File: config.mk
export PLATFORM = sky130hd
export DESIGN_NAME = instr_encoder
export DESIGN_NICKNAME = d
export VERILOG_FILES = /design/src/rtl/instr_encoder_pkg.sv /design/src/rtl/encoder_field_pack.sv /design/src/rtl/instr_encoder.sv
export SDC_FILE = /design/constraint.sdc
export NUM_CORES = 1
export LEC_CHECK = 0
export CAP_MARGIN = 25
export CORE_ASPECT_RATIO = 1.2
export CORE_UTILIZATION = 64
export DETAILED_ROUTE_END_ITERATION = 16
export DONT_BUFFER_PORTS = 1
export PLACE_DENSITY = 0.76
export SLEW_MARGIN = 20
export SYNTH_ARGS = -nofsm -noshare
export SYNTH_HDL_FRONTEND = slang
export SYNTH_SLANG_ARGS = --single-unit
File: constraint.sdc
create_clock -name clk -period 2.5 [get_ports clk]
set_clock_uncertainty 0.05 [all_clocks]
set_input_delay 0.75 -clock clk [delete_from_list [all_inputs] [get_ports clk]]
set_output_delay 0.75 -clock clk [all_outputs]
set_load 0.01 [all_outputs]
File: src/rtl/instr_encoder_pkg.sv
// ============================================================================
//  Module      : instr_encoder_pkg
//  Description : Shared RV32I definitions for the instruction encoder.
//                Major opcodes, func3 codes, instruction format codes and
//                immediate range limits, plus an opcode -> format lookup.
//  Revision    : 1.0 - initial release
// ============================================================================
`default_nettype none

package instr_encoder_pkg;

  // Major opcodes
  localparam logic [6:0] RISCV_OP       = 7'b0110011;
  localparam logic [6:0] RISCV_OP_IMM   = 7'b0010011;
  localparam logic [6:0] RISCV_LOAD     = 7'b0000011;
  localparam logic [6:0] RISCV_JALR     = 7'b1100111;
  localparam logic [6:0] RISCV_MEM_MISC = 7'b0001111;
  localparam logic [6:0] RISCV_SYSTEM   = 7'b1110011;
  localparam logic [6:0] RISCV_STORE    = 7'b0100011;
  localparam logic [6:0] RISCV_BRANCH   = 7'b1100011;
  localparam logic [6:0] RISCV_LUI      = 7'b0110111;
  localparam logic [6:0] RISCV_AUIPC    = 7'b0010111;
  localparam logic [6:0] RISCV_JAL      = 7'b1101111;

  // func3 codes that matter for legality
  localparam logic [2:0] F3_ADD_SUB  = 3'b000;
  localparam logic [2:0] F3_SLL      = 3'b001;
  localparam logic [2:0] F3_SRL_SRA  = 3'b101;
  localparam logic [2:0] F3_SW       = 3'b010;
  localparam logic [2:0] F3_BR_RSV0  = 3'b010;
  localparam logic [2:0] F3_BR_RSV1  = 3'b011;
  localparam logic [2:0] F3_FENCE    = 3'b000;

  localparam logic [6:0] F7_NORMAL   = 7'h00;
  localparam logic [6:0] F7_ALT      = 7'h20;

  // Immediate range limits (signed byte values)
  localparam int IMM_I_MIN = -2048;
  localparam int IMM_I_MAX = 2047;
  localparam int IMM_B_MIN = -4096;
  localparam int IMM_B_MAX = 4094;
  localparam int IMM_J_MIN = -(1 << 20);
  localparam int IMM_J_MAX = (1 << 20) - 2;

  typedef enum logic [2:0] {
    FMT_R    = 3'd0,
    FMT_I    = 3'd1,
    FMT_S    = 3'd2,
    FMT_B    = 3'd3,
    FMT_U    = 3'd4,
    FMT_J    = 3'd5,
    FMT_NONE = 3'd7
  } fmt_e;

  function automatic fmt_e fmt_of(input logic [6:0] op);
    case (op)
      RISCV_OP:                                  return FMT_R;
      RISCV_OP_IMM, RISCV_LOAD, RISCV_JALR,
      RISCV_MEM_MISC, RISCV_SYSTEM:              return FMT_I;
      RISCV_STORE:                               return FMT_S;
      RISCV_BRANCH:                              return FMT_B;
      RISCV_LUI, RISCV_AUIPC:                    return FMT_U;
      RISCV_JAL:                                 return FMT_J;
      default:                                   return FMT_NONE;
    endcase
  endfunction

endpackage

`default_nettype wire

File: src/rtl/encoder_field_pack.sv
// ============================================================================
//  Module      : encoder_field_pack
//  Description : Combinational packer: field bundle -> 32-bit RV32I word plus
//                an illegal-bundle flag. Illegal bundles produce word 0.
//  Ports       : opcode/func3/func7/rs1/rs2/rd/imm in; instr[31:0], err out.
//  Revision    : 1.0 - initial release
// ============================================================================
`default_nettype none

module encoder_field_pack
  import instr_encoder_pkg::*;
(
  input  logic [6:0]  opcode,
  input  logic [2:0]  func3,
  input  logic [6:0]  func7,
  input  logic [4:0]  rs1,
  input  logic [4:0]  rs2,
  input  logic [4:0]  rd,
  input  logic [31:0] imm,
  output logic [31:0] instr,
  output logic        err
);

  fmt_e        fmt;
  logic        is_shift;
  logic        imm12_ok;
  logic        immb_ok;
  logic        immj_ok;
  logic        f7_ok;
  logic [31:0] packed_word;
  logic        illegal;

  always_comb begin
    fmt      = fmt_of(opcode);
    // Shift-immediates carry func7 in the top bits and a 5-bit shamt.
    is_shift = (opcode == RISCV_OP_IMM) &&
               ((func3 == F3_SLL) || (func3 == F3_SRL_SRA));
    imm12_ok = ($signed(imm) >= IMM_I_MIN) && ($signed(imm) <= IMM_I_MAX);
    immb_ok  = !imm[0] && ($signed(imm) >= IMM_B_MIN) && ($signed(imm) <= IMM_B_MAX);
    immj_ok  = !imm[0] && ($signed(imm) >= IMM_J_MIN) && ($signed(imm) <= IMM_J_MAX);
    // The alternate func7 selects SUB / SRA / SRAI only.
    f7_ok    = (func7 == F7_NORMAL) ||
               ((func7 == F7_ALT) && ((func3 == F3_SRL_SRA) ||
                                      ((func3 == F3_ADD_SUB) && !is_shift && (fmt == FMT_R))));

    packed_word = 32'h0;
    illegal     = 1'b0;

    case (fmt)
      FMT_R: begin
        packed_word = {func7, rs2, rs1, func3, rd, opcode};
        illegal     = !f7_ok;
      end
      FMT_I: begin
        if (is_shift) begin
          packed_word = {func7, imm[4:0], rs1, func3, rd, opcode};
          illegal     = (imm[31:5] != 27'h0) || !f7_ok;
        end else begin
          packed_word = {imm[11:0], rs1, func3, rd, opcode};
          illegal     = !imm12_ok ||
                        ((opcode == RISCV_MEM_MISC) && (func3 != F3_FENCE));
        end
      end
      FMT_S: begin
        packed_word = {imm[11:5], rs2, rs1, func3, imm[4:0], opcode};
        illegal     = !imm12_ok || (func3 > F3_SW);
      end
      FMT_B: begin
        packed_word = {imm[12], imm[10:5], rs2, rs1, func3, imm[4:1], imm[11], opcode};
        illegal     = !immb_ok || (func3 == F3_BR_RSV0) || (func3 == F3_BR_RSV1);
      end
      FMT_U: begin
        packed_word = {imm[31:12], rd, opcode};
        illegal     = (imm[11:0] != 12'h0);
      end
      FMT_J: begin
        packed_word = {imm[20], imm[10:1], imm[11], imm[19:12], rd, opcode};
        illegal     = !immj_ok;
      end
      default: begin
        packed_word = 32'h0;
        illegal     = 1'b1;
      end
    endcase

    instr = illegal ? 32'h0 : packed_word;
    err   = illegal;
  end

endmodule

`default_nettype wire

File: src/rtl/instr_encoder.sv
// ============================================================================
//  Module      : instr_encoder
//  Description : RV32I instruction encoder with valid/ready input, one-stage
//                registered output tagged with a memory address, legality
//                flag and saturating error counter.
//  Ports       : clk, rst_n (async, active low), restart (sync pulse)
//                in_valid/in_ready + in_* field bundle
//                out_valid/out_ready + out_instr/out_addr/out_err
//                err_count - saturating count of emitted illegal bundles
//  Revision    : 1.0 - initial release
// ============================================================================
`default_nettype none

module instr_encoder
  import instr_encoder_pkg::*;
#(
  parameter logic [31:0] BASE_ADDR = 32'h0000_0000,
  parameter int          ERR_CNT_W = 16
) (
  input  logic                 clk,
  input  logic                 rst_n,
  input  logic                 restart,
  input  logic                 in_valid,
  output logic                 in_ready,
  input  logic [6:0]           in_opcode,
  input  logic [2:0]           in_func3,
  input  logic [6:0]           in_func7,
  input  logic [4:0]           in_rs1,
  input  logic [4:0]           in_rs2,
  input  logic [4:0]           in_rd,
  input  logic [31:0]          in_imm,
  output logic                 out_valid,
  input  logic                 out_ready,
  output logic [31:0]          out_instr,
  output logic [31:0]          out_addr,
  output logic                 out_err,
  output logic [ERR_CNT_W-1:0] err_count
);

  logic [31:0] pack_instr;
  logic        pack_err;
  logic        accept;
  logic        out_hs;

  encoder_field_pack u_pack (
    .opcode (in_opcode),
    .func3  (in_func3),
    .func7  (in_func7),
    .rs1    (in_rs1),
    .rs2    (in_rs2),
    .rd     (in_rd),
    .imm    (in_imm),
    .instr  (pack_instr),
    .err    (pack_err)
  );

  // The output register may be refilled in the same cycle it is drained.
  assign in_ready = !out_valid || out_ready;
  assign accept   = in_valid && in_ready;
  assign out_hs   = out_valid && out_ready;

  always_ff @(posedge clk or negedge rst_n) begin
    if (!rst_n) begin
      out_valid <= 1'b0;
      out_instr <= 32'h0;
      out_err   <= 1'b0;
      out_addr  <= BASE_ADDR;
      err_count <= '0;
    end else begin
      if (accept) begin
        out_valid <= 1'b1;
        out_instr <= pack_instr;
        out_err   <= pack_err;
      end else if (out_hs) begin
        out_valid <= 1'b0;
      end

      // restart takes priority over the advance of a coincident handshake,
      // so the next word emitted is tagged BASE_ADDR.
      if (restart) begin
        out_addr  <= BASE_ADDR;
        err_count <= '0;
      end else if (out_hs) begin
        out_addr <= out_addr + 32'd4;
        if (out_err && (err_count != {ERR_CNT_W{1'b1}})) begin
          err_count <= err_count + {{(ERR_CNT_W-1){1'b0}}, 1'b1};
        end
      end
    end
  end

endmodule

`default_nettype wire

==> impl_metrics.json <==
{
  "status": "finished, violations left",
  "violations": "negative setup slack",
  "regToRegSetupSlack_ns": 0.26,
  "htreeDepth": 3,
  "worst-endpoint-arrival_ns": 2.87,
  "core-area_um2": 6813,
  "synth_ff_type": "dfrtp_1",
  "hp-class": "in -> async",
  "drive_above_1_share_pct": 16.17,
  "clkTransAtPathRegs_ns": 0.09,
  "syn_inst": 463,
  "num_antenna_cells": 0,
  "critPathKind": "in -> reg",
  "antenna_found_initial": 0,
  "maxCapViolations": 0,
  "dr.pass1.iters": 6,
  "reg2reg_from": "out_addr[9]$_DFFE_PN0N_",
  "yosys.area.top_type": "dfrtp_1",
  "seq_area_frac_synth_pct": 44.73,
  "drv_slew": 0,
  "p_sw_share_pct": 22.90,
  "rows": 33,
  "grtUsageTotal_pct": 33.32,
  "final_cell_mix": "80 x dfrtp_1, 59 x nor2_1, 43 x a22o_1",
  "critPathBufInv": 1,
  "p_total_mw": 2.674,
  "grt_max_degree": 81,
  "synthToLayoutAreaGrowth_pct": 16.47,
  "r2r_cells": 7,
  "dpl_cell_area_um2": 4821,
  "drt_wl_total_mm": 12.32,
  "num_io_pins": 152,
  "synthDistinctLibCells": 58,
  "start_kind": "primary input",
  "post_drt_wl_per_cell_um": 20.95,
  "place_congestion": 1.095,
  "clkPwrFrac_pct": 43.8,
  "fp.dieW_um": 78.34,
  "period_needed_ns": 2.679,
  "cp_top_family": "compound AO/OA/AOI/OAI gates",
  "finalSetupViolCount": 33,
  "cts_buffers": 9,
  "instances_no_fill": 588,
  "synth_top_area_share_pct": 44.73,
  "crit_required_ns": 2.69,
  "cp_slowest_stage_delay_ns": 0.35,
  "grt_pass1_wl_mm": 18.60,
  "crit_path_cell_trace": "nor3b_2, a31oi_1, or2_4, ha_4, o31ai_4, and4bb_2, a2111oi_4, a211o_1, o211a_4, buf_12, a32o_1",
  "vias_per_cell": 6.801,
  "cts.sinks": 80,
  "nets": 568,
  "pre_cts_ws_ns": -0.5198,
  "dr_total_vias": 3999,
  "peakVddDrop_mv": 0.3724,
  "cts_hold_buf": 0,
  "seqPwrFrac_pct": 49.6,
  "port_buffers": 0,
  "design_area_um2": 5213,
  "hpwl_mm": 8.793,
  "synth_area_um2": 4476,
  "placed_cells": 567,
  "power_density_nw_per_um2": 512.9,
  "worstSkewPairLatency_ns": 0.35,
  "cts_root_buffer": "clkbuf_8",
  "drtIter0Drc": 257,
  "cp.depth": 11,
  "ant_nets": 0,
  "final.period_utilization_pct": 107.2,
  "drc": 0,
  "finalHoldViolCount": 0,
  "die_area_um2": 7333,
  "leakagePower_nw": 2.277,
  "r2r-end": "out_addr[28]$_DFFE_PN0N_",
  "critPathSlowestCell": "and4bb_2",
  "synth-seq-cells": 80,
  "critPathMaxFanout": 10,
  "critPathCapture": "out_instr[4]$_DFFE_PN0P_",
  "async_flop_share_pct": 100.0,
  "die_y_um": 93.61,
  "max_freq_mhz": 373.3,
  "internal-power_mw": 2.061,
  "cp-startpoint": "in_opcode[3]",
  "initial_core_util_pct": 65.69,
  "first_global_vias": 3896,
  "worstSetupEndpointType": "register",
  "ys_warn_count": 0,
  "cts_tree": "built",
  "final_common_cell": "dfrtp_1",
  "clk_path_buf_depth": 2,
  "synth_edf_count": 0,
  "grt_setup_unrepaired": "true",
  "setup_slack_ns": -0.1790,
  "switchingPower_mw": 0.6124,
  "combPwrFrac_pct": 6.6,
  "syn_area_per_cell_um2": 9.666,
  "grt_overflow": 0,
  "ys_top_cells_by_area": "dfrtp_1 45%, a22o_1 8.4%, nor2_1 5.0%, xor2_1 4.9%, nand2_1 2.9%"
}
-- cell type report --
type                       count  area (um2)
fill                         480        1600
sequential                    80        2002
inverter                      12       45.04
timing repair buffer          42       379.1
clock buffer                  10       127.6
multi-input combinational    351        2435
clock inverter                 6       115.1
tap                           87       108.9
-- what timing repair did --
item / in CTS / in global routing
pin swaps: 0 / 7
endpoints found under the setup margin: 33 / 33
cloned: 0 / 2
buffers inserted: 1 / 2
gates resized for setup: 10 / 5
-- power by group through the flow --
stage,sequential (mW),combinational [mW],clock [mW]
floorplan,1.35,0.129,0
global placement,1.35,0.153,0
detailed placement,1.35,0.156,0
CTS,1.33,0.163,1.19
global route,1.33,0.189,1.24
finish,1.33,0.176,1.17
-- worst min-delay path by stage --
stage	to	slack (ns)	cells after the start
6_report	out_addr[21]$_DFFE_PN0N_	0.03	0
4_1_cts	out_addr[21]$_DFFE_PN0N_	0.02	0
3_5_place_dp	out_addr[21]$_DFFE_PN0N_	0.41	0
2_1_floorplan	err_count[0]$_DFFE_PN0P_	0.40	0
3_3_place_gp	out_addr[21]$_DFFE_PN0N_	0.41	0
5_1_grt	out_addr[21]$_DFFE_PN0N_	0.0008	0
-- worst register-to-register path: stages, from the launching register on --
cell	delay (ns)
dfrtp_1	0.49
and4_1	0.29
nand3_1	0.17
or3_1	0.45
nor2_1	0.29
nand3_1	0.17
xor2_1	0.16
nor2_1	0.06
-- per-layer routing --
layer  up-vias  track usage [%]  wire (um)
li1       1774                -          -
met1      1960            37.12       4557
met2       232            58.41       6292
met3        33            11.02       1168
met4         0            13.12        300
met5         -                0          0
-- flip-flops by register name, indices dropped and copies added (netlist names) --
register,flops
err_count,16
out_err,1
out_valid,1
out_instr,32
out_addr,30
-- per-stage QoR --
stage	setup TNS, ns	utilization (%)	hold WS, ns
floorplan	-16.79	-	0.4044
global placement	-15.14	70.76	0.4057
detailed placement	-15.45	70.76	0.4058
CTS	-2.050	75.13	0.01551
global route	-5.455	76.51	0.0008438
finish	-4.533	76.51	0.03281
-- logic make-up (layout without fill, tap and decap cells) --
kind of cell    count (synthesis)  count (layout)  share of synthesized area (%)
xor+xnor                       36              36                          7.045
fa+ha+maj                       3               3                         0.8388
flops                          80              80                          44.73
other cells                     1               2                        0.08379
buf+inv                        33              70                          3.606
mux                             4               4                         0.8946
compound gates                116             116                          21.08
simple gates                  190             190                          21.72
-- cells in the mapped netlist, types with 3 or more instances --
library cell / n
ha_1: 3
inv_1: 12
a32o_1: 7
nand2_1: 34
mux2i_1: 4
buf_4: 6
nor2_1: 60
a22oi_1: 4
nand3b_1: 3
and4_1: 5
clkbuf_1: 12
a21o_1: 8
nand4_1: 17
a22o_1: 43
nand2b_1: 4
and3_1: 8
nor3b_1: 3
and2_1: 4
xor2_1: 25
nand3_1: 16
a31oi_1: 4
or3_1: 9
nor3_1: 10
dfrtp_1: 80
o21ai_0: 12
a21oi_1: 16
xnor2_1: 11
nor4_1: 6
Power figures use the tool's default switching activity.
